==> src/rtl/alu_pkg.sv <==
// rtl/alu_pkg.sv - opcode encodings and default widths shared by the ALU exercise
package alu_pkg;

  localparam int DATA_W = 8;
  localparam int OP_W   = 6;

  localparam logic [OP_W-1:0] OP_ADD = 6'b100000;
  localparam logic [OP_W-1:0] OP_SUB = 6'b100010;
  localparam logic [OP_W-1:0] OP_AND = 6'b100100;
  localparam logic [OP_W-1:0] OP_OR  = 6'b100101;
  localparam logic [OP_W-1:0] OP_XOR = 6'b100110;
  localparam logic [OP_W-1:0] OP_NOR = 6'b100111;
  localparam logic [OP_W-1:0] OP_SRA = 6'b000011;
  localparam logic [OP_W-1:0] OP_SRL = 6'b000010;

endpackage

==> src/rtl/alu_core.sv <==
// rtl/alu_core.sv - purely combinational ALU; unknown opcodes yield zero
module alu_core
  import alu_pkg::*;
#(
  parameter int MAXTAM = DATA_W,
  parameter int tam_OP = OP_W
) (
  input  logic [MAXTAM-1:0] A,
  input  logic [MAXTAM-1:0] B,
  input  logic [tam_OP-1:0] OP,
  output logic [MAXTAM-1:0] result
);

  // Shift amounts at or beyond the data width saturate instead of wrapping.
  localparam logic [MAXTAM-1:0] SHIFT_LIM = MAXTAM[MAXTAM-1:0];

  logic shift_over;
  assign shift_over = (B >= SHIFT_LIM);

  always_comb begin
    result = '0;
    case (OP)
      tam_OP'(OP_ADD): result = A + B;
      tam_OP'(OP_SUB): result = A - B;
      tam_OP'(OP_AND): result = A & B;
      tam_OP'(OP_OR):  result = A | B;
      tam_OP'(OP_XOR): result = A ^ B;
      tam_OP'(OP_NOR): result = ~(A | B);
      tam_OP'(OP_SRA): result = shift_over ? {MAXTAM{A[MAXTAM-1]}}
                                           : MAXTAM'($signed(A) >>> B);
      tam_OP'(OP_SRL): result = shift_over ? '0 : (A >> B);
      default:         result = '0;
    endcase
  end

endmodule

==> src/rtl/alu_top.sv <==
// rtl/alu_top.sv - button-loaded operand/opcode registers around alu_core
// Optional registered output: define ALU_OUT_REG_EN.
module alu_top
  import alu_pkg::*;
#(
  parameter int MAXTAM = DATA_W,
  parameter int tam_OP = OP_W
) (
  input  logic              clk,
  input  logic              btn_Reset,
  input  logic              btn_A,
  input  logic              btn_B,
  input  logic              btn_OP,
  input  logic [MAXTAM-1:0] In,
  output logic [MAXTAM-1:0] ALU_Out
);

  logic [MAXTAM-1:0] a;
  logic [MAXTAM-1:0] b;
  logic [tam_OP-1:0] op;
  logic [MAXTAM-1:0] result;

  // Buttons are plain level enables; holding one reloads every cycle.
  always_ff @(posedge clk or negedge btn_Reset) begin
    if (!btn_Reset) begin
      a  <= '0;
      b  <= '0;
      op <= '0;
    end else begin
      if (btn_A)  a  <= In;
      if (btn_B)  b  <= In;
      if (btn_OP) op <= In[tam_OP-1:0];
    end
  end

  alu_core #(
    .MAXTAM(MAXTAM),
    .tam_OP(tam_OP)
  ) u_core (
    .A      (a),
    .B      (b),
    .OP     (op),
    .result (result)
  );

`ifdef ALU_OUT_REG_EN
  logic [MAXTAM-1:0] out_q;

  always_ff @(posedge clk or negedge btn_Reset) begin
    if (!btn_Reset) out_q <= '0;
    else            out_q <= result;
  end

  assign ALU_Out = out_q;
`else
  assign ALU_Out = result;
`endif

endmodule

==> config.mk <==
export PLATFORM = sky130hd
export DESIGN_NAME = alu_top
export DESIGN_NICKNAME = d
export VERILOG_FILES = /design/src/rtl/alu_pkg.sv /design/src/rtl/alu_core.sv /design/src/rtl/alu_top.sv
export SDC_FILE = /design/constraint.sdc
export NUM_CORES = 1
export LEC_CHECK = 0
export ABC_AREA = 1
export ABC_CLOCK_PERIOD_IN_PS = 2400
export CAP_MARGIN = 15
export CORE_ASPECT_RATIO = 1.1
export CORE_MARGIN = 5
export CORE_UTILIZATION = 54
export CTS_CLUSTER_DIAMETER = 150
export CTS_CLUSTER_SIZE = 25
export DETAILED_ROUTE_END_ITERATION = 12
export PLACE_DENSITY = 0.81
export SLEW_MARGIN = 15
export SYNTH_ARGS = -nofsm -noshare
export SYNTH_HDL_FRONTEND = slang
export SYNTH_SLANG_ARGS = --single-unit
==> constraint.sdc <==
create_clock -name clk -period 2.4 [get_ports clk]
set_clock_uncertainty 0.15 [all_clocks]
set_input_delay 0.48 -clock clk [delete_from_list [all_inputs] [get_ports clk]]
set_output_delay 0.48 -clock clk [all_outputs]
set_load 0.005 [all_outputs]
# After elaboration in Yosys (flattened, before gate mapping)
# Cells that the tools add are included.
[totals]
register_bits = 22
wordCells = 23
output_inout_bits = 8
[op_classes]
n_mux = 3
n_bitwise = 4
add_sub_neg = 2
n_shift = 2
eq_ne = 8
order_cmp = 1
[ops]
columns = ["op", "count"]
rows = [
  ["$pmux W8 S8", 1],
  ["$eq A6 B6 Y1 const B", 6],
  ["$mux W8", 2],
  ["$eq A6 B2 Y1 const B", 2],
  ["$add A8 B8 Y8", 1],
  ["$and A8 B8 Y8", 1],
  ["$ge A8 B4 Y1 const B", 1],
  ["$not A8 Y8", 1],
  ["$or A8 B8 Y8", 1],
  ["$shr A8 B8 Y8", 1],
  ["$sshr A8 B8 Y8", 1],
  ["$sub A8 B8 Y8", 1],
  ["$xor A8 B8 Y8", 1],
]

# Longest topological paths before layout
# Gate-level depths: netlist of the first run.
[logic_depth]
depth_word = 3
depth_mapped = 17

# By module
# A second synthesis of the first run with hierarchy kept.
[unflattened]
cells_unflattened = 425
area_unflattened_um2 = 2551.2
[by_module_without_submodules]
columns = ["mod", "cells_each", "instances", "area_per_inst_um2"]
rows = [
  ["alu_core", 332, 1, 1719.1],
  ["alu_top", 93, 1, 832.0],
]

# Worst setup path before layout of the first run
# Ideal clock, no wire load.
[synth_timing]
path_kind = "register to output"
start = "register b[1]"
end = "output port ALU_Out[5]"
path_stages_with_launch = 13
t_required_ns = 1.770
arrival_time_ns = 2.031
setup_slack_ns = -0.261
path_cell_list = "dfrtp_1 > clkinv_1 > ha_1 > inv_1 > o21ai_0 > xor2_1 > ha_1 > nand2_1 > or2_2 > nand3_1 > nand2_1 > nand3_1 > nand3_1"
[synth_between]
elab_chain_len = 3
word_cells_on_any_way = 8
classes_between = "add/sub (2); order compare (1); shift (2); mux (3)"
[synth_lines]
columns = ["element", "line_no", "source"]
rows = [
  ["from (decl)", "alu_top.sv:19", "logic [MAXTAM-1:0] b;"],
  ["from (signal assigned)", "alu_top.sv:31", "if (btn_B) b <= In;"],
  ["$ge A8 B4 Y1 (tied with other cells)", "alu_core.sv:18", "assign shift_over = (B >= SHIFT_LIM);"],
  ["$mux W8, on equally long branches", "alu_core.sv:31, alu_core.sv:29", ""],
  ["$pmux W8 S8 (*)", "alu_core.sv:22", "case (OP)"],
  ["to (decl)", "alu_top.sv:15", "output logic [MAXTAM-1:0] ALU_Out"],
]
# Every way passes the cells marked *; elsewhere a longest branch is shown, timed or not.

# Worst setup path after layout of the first run
[layout_timing]
start = "register b[0]"
end = "output port ALU_Out[7]"
# The elaborated chain is that of the path after synthesis.

==> results of run 1 <==
==> synth_stat cells (2+ instances only) <==
library cell               count  area [um^2]
sky130_fd_sc_hd__o21ai_2       2         17.5
sky130_fd_sc_hd__xor2_1        5         43.8
sky130_fd_sc_hd__o21ai_0      32          160
sky130_fd_sc_hd__buf_2         2         10.0
sky130_fd_sc_hd__or2_1         2         12.5
sky130_fd_sc_hd__clkinv_1      2         7.51
sky130_fd_sc_hd__nor2_4        7         78.8
sky130_fd_sc_hd__inv_1        47          176
sky130_fd_sc_hd__nand2_1     119          447
sky130_fd_sc_hd__ha_1         24          300
sky130_fd_sc_hd__nor3_1        4         20.0
sky130_fd_sc_hd__nand4_1      11         68.8
sky130_fd_sc_hd__nand2_2       6         37.5
sky130_fd_sc_hd__nand3_1      46          230
sky130_fd_sc_hd__inv_2         3         11.3
sky130_fd_sc_hd__xnor2_1       3         26.3
sky130_fd_sc_hd__nand2_4       4         45.0
sky130_fd_sc_hd__nand3b_1      4         30.0
sky130_fd_sc_hd__nor2_2        2         12.5
sky130_fd_sc_hd__a21oi_1      12         60.1
sky130_fd_sc_hd__dfrtp_1      22          551
sky130_fd_sc_hd__buf_4         2         15.0
sky130_fd_sc_hd__nor2_1       23         86.3
sky130_fd_sc_hd__clkbuf_1      3         11.3
==> flip-flops by register name, summed over array words and instances, names as in the netlist <==
register and cells:
a 8, b 8, op 6
==> worst paths after layout <==
path | depth (start not counted) | end | slack (ns) | start
worst max-delay path | 15 | ALU_Out[7] | -0.98 | b[0]
worst min-delay path | 2 | op[1] | 0.41 | btn_Reset
worst max register to register | 4 | b[2] | 0.93 | b[2]
worst min register to register | 3 | op[2] | 0.52 | op[2]
max in group asynchronous | 2 | b[4] | 1.42 | btn_Reset
min in group clk | 3 | op[2] | 0.52 | op[2]
==> layout make-up <==
type | count | area (um^2) | area share (%)
clock buffer | 4 | 55.1 | 1.41
inverter | 53 | 205 | 5.26
multi-input combinational | 313 | 2030 | 52.0
sequential | 22 | 554 | 14.2
tap | 56 | 70.1 | 1.80
timing repair buffer | 125 | 986 | 25.3
==> kinds of logic after synthesis <==
group / after synthesis / synth area share (%)
buffers and inverters: 60 / 9.31
xor gates and xnor gates: 8 / 2.75
and+or+nand+nor: 231 / 43.5
DFF: 22 / 21.6
muxes: 1 / 0.441
adders and majority gates: 25 / 12.5
AOI/OAI and AO/OA: 48 / 9.85
==> where the power goes <==
group | internal (mW) | total [mW] | switching (mW)
registers | 0.405 | 0.450 | 0.0455
logic | 0.535 | 1.15 | 0.619
clock network | 0.146 | 0.265 | 0.119
==> metal layers <==
metal	track usage [%]	vias to the layer above
met5	0	-
met4	23.3	0
met3	6.05	95
met2	56.5	337
met1	36.2	1604
li1	-	1523
==> timing repair <==
action / 4_1_cts / 5_1_grt
buffers inserted: 26 / 10
endpoints found under the hold margin: 0 / 0
resized for setup: 69 / 31
pin swaps: 40 / 28
hold buffers: 0 / 0
setup endpoints to repair: 8 / 8
==> implementation parameters, run 1 <==
Parameter                              Value

Layout
  Commonest cells after routing, fill and taps aside    104 x sky130_fd_sc_hd__nand2_1, 96 x sky130_fd_sc_hd__buf_4, 40 x sky130_fd_sc_hd__inv_1
  Inserted Diodes    0
  Post-layout instance count excluding filler cells    about 570
  Commonest non-fill, non-tap cell in the layout    sky130_fd_sc_hd__nand2_1
  Share of cells above drive strength 1    39.5%
  Core Util, Final    a little over four fifths
  Area growth syn-to-layout    52.7%
  Fill cell instance count of the final layout    246
  Final layout net count    roughly 560
  Final standard cell area without fillers    3900 um^2

Critical path
  Required time of the critical path    around 1.8 ns
  List of cells traversed by the critical path    nor3_4 -> inv_1 -> nand2_2 -> xor2_2 -> ha_1 -> buf_4 -> nand2_2 -> buf_6 -> nor3_4 -> a21oi_2 -> inv_1 -> nand2_1 -> nand3_2 -> nand2_1 -> buf_2
  Buf/Inv on CP    5
  Dominant delay contributor by cell family on the critical path    simple AND/OR/NAND/NOR gates
  Maximum cell stage delay along the critical path    0.46 ns
  Crit Path Category    register to primary output
  Critical path capture point type    primary output
  Biggest fanout along the worst timing path    4
  Startpoint kind of the worst setup timing path    register
  Arrival time reported for the critical path endpoint    2.75 ns
  CP max stage cell    sky130_fd_sc_hd__dfrtp_2

CTS
  Clk slew on worst S/H paths    around 0.090 ns
  Number of buffers on the longest clock path    2
  CTS sink cnt    22
  Level count of the clock H-tree    1
  Clock tree from TritonCTS    built
  Clock insertion delay at the later pin of the skew report    0.27 ns
  Number of buffers inserted during clock tree synthesis    3
  Clock tree root driver cell    sky130_fd_sc_hd__clkbuf_8

STA
  Least setup slack across all paths after layout    -0.981 ns
  Final setup viols    8
  Max frequency    slightly below 300 MHz
  Number of endpoints with negative hold slack in the final report    0
  Post-Route Setup TNS    -6.09 ns
  Least-Margin Pin Slew    about 0.60 ns
  Slew margin rel.    59.6%
  Unrepaired setup endpoints after global routing    true
  Max-slew violation count    0
  Hold_ws    between 0.4 and 0.5 ns
  Ratio of final minimum period to clock period    141%
  Minimum period implied by the final worst setup slack    3.38 ns

Die
  Cell Rows    26
  Height of the die    82.1 um
  Die X-Extent    about 76 um
  Number of top-level pins    21
  Floorplan die area    approximately 6200 um^2
  Core region area    ~4600 um^2
  Effective utilization at floorplan    around 55%

Placement
  Routability congestion estimate    around 1.1
  Detailed-placement wirelength estimate    6290 um
  Setup slack at placement    -0.781 ns
  Port bufs    20
  Placed Area    3350 um^2
  Placed insts    534

Logic synthesis
  Synth Warn #    0
  Syn Nets    ~430
  Number of distinct library cell variants in the gate-level netlist after synthesis    32
  Syn Std Cell Area    2550 um^2
  Commonest register cell after synthesis    sky130_fd_sc_hd__dfrtp_1
  Register bit count reported by yosys    22
  Mean area per synthesized cell    6.46 um^2
  Post-synth ARST share    100%
  Count of mapped cells out of synthesis    395
  Sequential area share after synthesis    between 20% and 30%
  EDFF count, synth    0

Global route
  Via count of the first global-routing pass    3,357
  Maximum number of pins on one net before global-route repair    23
  Overflow left after global routing    0
  Number of antenna violations at the first check in global routing    0
  Wire length of the first global-routing pass    15,400 um
  Overall routing resource usage    33.0%

Routing
  Number of vias after detailed routing    3,559
  WL/cell    19.6 um
  Number of nets still failing antenna checks after routing    0
  Routed wl met2    5250 um
  Router iterations before antenna repair    8
  Residual DRC count    0
  Via-to-Cell Ratio    between 6 and 7
  Detailed-route wire length    11,200 um
  Met3 Wirelength    roughly 1300 um
  Max Used Layer    met4
  Initial detailed-routing violation count    534
  Detailed-routing wirelength on met1    3760 um

Hold path
  HP Class    input pin to async pin

Power and ir drop
  Worst-case vdd ir drop    between 0.4 and 0.5 mV
  Total chip power    1.87 mW
  Power per cell area    480 nW/um^2
  Leakage power total    2.07 nW

Outcome
  Violations in the final reports    negative setup slack
  Run status    complete, but fails checks

Flow run
  Max Cap Violations    0
Note: power is estimated with default switching activity, not from simulation.
==> run 2, diff against run 1 <==
CORE_UTILIZATION = 58   (was 54)
DONT_BUFFER_PORTS = 1   (was not set)
PLACE_DENSITY = 0.79   (was 0.81)
TNS_END_PERCENT = 50   (was not set)
==> implementation parameters, run 2 (same netlist as run 1, synthesis figures left out) <==
Parameter                              Value

STA
  Least setup slack across all paths after layout    -0.621 ns (was -0.981 ns)
  Least-Margin Pin Slew    0.942 ns (was 0.605 ns)
  Max-slew violation count    0 (unchanged)
  Slew margin rel.    37.0% (was 59.6%)
  Unrepaired setup endpoints after global routing    true (unchanged)
  Ratio of final minimum period to clock period    126% (was 141%)
  Minimum period implied by the final worst setup slack    3.02 ns (was 3.38 ns)
  Number of endpoints with negative hold slack in the final report    0 (unchanged)
  Final setup viols    7 (was 8)
  Hold_ws    0.171 ns (was 0.415 ns)
  Max frequency    331 MHz (was 296 MHz)

Critical path
  Crit Path Category    register to primary output (unchanged)
  Critical path capture point type    primary output (unchanged)
  Startpoint kind of the worst setup timing path    register (unchanged)
  Required time of the critical path    1.77 ns (about the same)
  Biggest fanout along the worst timing path    8 (was 4)
  Arrival time reported for the critical path endpoint    2.39 ns (was 2.75 ns)

Power and ir drop
  Total net switching power    0.599 mW (was 0.784 mW)
  Internal power of the cells    0.867 mW (was 1.09 mW)
  Worst-case vdd ir drop    0.534 mV (was 0.462 mV)
  Register share of total power    30.9% (was 24.1%)
  Clk network pwr share    15.1% (was 14.2%)
  Power per cell area    465 nW/um^2 (was 480 nW/um^2)
  Part of the total power dissipated in combinational logic    54.0% (was 61.7%)
  Leakage power total    1.66 nW (was 2.07 nW)
  Fraction of power spent switching nets    40.8% (was 41.9%)

Die
  Effective utilization at floorplan    59.6% (was 55.3%)
  Core region area    4290 um^2 (was 4620 um^2)
  Cell Rows    25 (was 26)
  Height of the die    79.6 um (was 82.1 um)
  Floorplan die area    5830 um^2 (was 6200 um^2)
  Number of top-level pins    21 (unchanged)
  Die X-Extent    73.3 um (was 75.6 um)

Placement
  Port bufs    0 (was 20)
  Routability congestion estimate    0.965 (was 1.05)
  Detailed-placement wirelength estimate    6160 um (was 6290 um)
  Placed insts    484 (was 534)

Global route
  Via count of the first global-routing pass    2,870 (was 3,357)
  Overflow left after global routing    0 (unchanged)
  Overall routing resource usage    29.1% (was 33.0%)
  Maximum number of pins on one net before global-route repair    23 (unchanged)
  Wire length of the first global-routing pass    13,300 um (was 15,400 um)
  Number of antenna violations at the first check in global routing    0 (unchanged)

Layout
  Commonest cells after routing, fill and taps aside    114 x sky130_fd_sc_hd__nand2_1, 48 x sky130_fd_sc_hd__buf_4, 44 x sky130_fd_sc_hd__nand3_1 (was 104 x sky130_fd_sc_hd__nand2_1, 96 x sky130_fd_sc_hd__buf_4, 40 x sky130_fd_sc_hd__inv_1)
  Core Util, Final    73.5% (was 84.4%)
  Fill cell instance count of the final layout    337 (was 246)
  Share of cells above drive strength 1    25.9% (was 39.5%)
  Post-layout instance count excluding filler cells    495 (was 573)
  Biggest registers after layout    a: 8 flops, b: 8 flops, op: 6 flops (unchanged)
  Inserted Diodes    0 (unchanged)
  Area growth syn-to-layout    23.5% (was 52.7%)
  Final layout net count    480 (was 556)
  Commonest non-fill, non-tap cell in the layout    sky130_fd_sc_hd__nand2_1 (unchanged)

Outcome
  Run status    complete, but fails checks (unchanged)
  Violations in the final reports    negative setup slack (unchanged)

Routing
  WL/cell    15.7 um (was 19.6 um)
  Number of nets still failing antenna checks after routing    0 (unchanged)
  Router iterations before antenna repair    5 (was 8)
  Detailed-route wire length    7760 um (was 11,200 um)
  Number of vias after detailed routing    2,797 (was 3,559)
  Initial detailed-routing violation count    279 (was 534)
  Via-to-Cell Ratio    5.65 (was 6.21)
  Residual DRC count    0 (unchanged)

CTS
  Clock insertion delay at the later pin of the skew report    0.25 ns (was 0.27 ns)
  Clock tree from TritonCTS    built (unchanged)
  Clock tree root driver cell    sky130_fd_sc_hd__clkbuf_8 (unchanged)
  Level count of the clock H-tree    1 (unchanged)
  CTS sink cnt    22 (unchanged)
  Number of buffers on the longest clock path    2 (unchanged)
  Number of buffers inserted during clock tree synthesis    3 (unchanged)
  Clk slew on worst S/H paths    0.07 ns (was 0.09 ns)

Hold path
  HP Class    input pin to register (was input pin to async pin)

Flow run
  Max Cap Violations    0 (unchanged)
==> run 2: cell count changes in the layout (fill, tap and decap cells not counted), sizes merged <==
cell	before	now
buf	112	48
clkdlybuf4s50	12	0
dlygate4sd2	1	0
dlygate4sd3	0	1
==> run 2: timing repair <==
item                                    4_1_cts  5_1_grt
hold endpoints to repair                     22        0
gates resized for setup                      13       16
endpoints found under the setup margin        8        8
setup buffers                                 5        1
cloned                                        0        0
pin swaps                                    10        9
hold buffers                                  1        0
==> run 2: layout make-up <==
cell class | instances | area, um^2 | area share [%]
Tap cell | 54 | 67.6 | 2.14
Timing Repair Buffer | 49 | 370 | 11.8
Clock buffer | 4 | 45.0 | 1.43
Sequential cell | 22 | 553 | 17.5
Multi-Input combinational cell | 313 | 1910 | 60.7
Inverter | 53 | 203 | 6.43
==> run 2: metrics by stage <==
stage / setup TNS (ns) / power [mW] / setup WS, ns / cell area, um^2
after floorplan: -0.835 / 0.893 / -0.146 / 2580
after global placement: -1.57 / 1.11 / -0.335 / 2930
after detailed placement: -1.84 / 1.12 / -0.340 / 2930
after CTS: -3.55 / 1.40 / -0.529 / 3080
after global routing: -4.90 / 1.58 / -0.736 / 3150
final: -3.60 / 1.47 / -0.621 / 3150
==> run 2: critical path, stage by stage, from the launching register on <==
cell and delay [ns]:
sky130_fd_sc_hd__dfrtp_1 0.40, sky130_fd_sc_hd__inv_2 0.07, sky130_fd_sc_hd__nand2_2 0.06, sky130_fd_sc_hd__nor2_4 0.14, sky130_fd_sc_hd__nand2_4 0.12, sky130_fd_sc_hd__o21ai_2 0.08
sky130_fd_sc_hd__xor2_1 0.18, sky130_fd_sc_hd__ha_1 0.32, sky130_fd_sc_hd__buf_4 0.17, sky130_fd_sc_hd__nand3b_1 0.15, sky130_fd_sc_hd__nand3_1 0.09, sky130_fd_sc_hd__nand4_1 0.13
sky130_fd_sc_hd__nor2_1 0.14, sky130_fd_sc_hd__nand2_1 0.08
==> run 2: final timing paths <==
path | from | to | slack [ns] | cells past startpoint
setup / recovery | op[3] | ALU_Out[4] | -0.62 | 13
hold reg to reg | op[3] | op[3] | 0.51 | 3
max in group asynchronous | btn_Reset | b[1] | 0.80 | 1
setup reg to reg | b[2] | b[2] | 1.05 | 4
hold / removal | btn_B | b[1] | 0.17 | 1
min in group asynchronous | btn_Reset | op[0] | 0.66 | 1
==> run 2: layer usage <==
layer  track usage, %  share of wire (%)
met2             48.6                 49
met5                0                  0
met4             14.2                3.3
met1             35.4                 41
met3             5.04                6.5
==> run 2: power groups by stage <==
stage	registers, mW	clock network, mW	logic [mW]
after global routing	0.457	0.245	0.877
after detailed placement	0.454	0	0.671
after floorplan	0.450	0	0.444
after global placement	0.452	0	0.655
final	0.452	0.222	0.792
after CTS	0.448	0.228	0.727
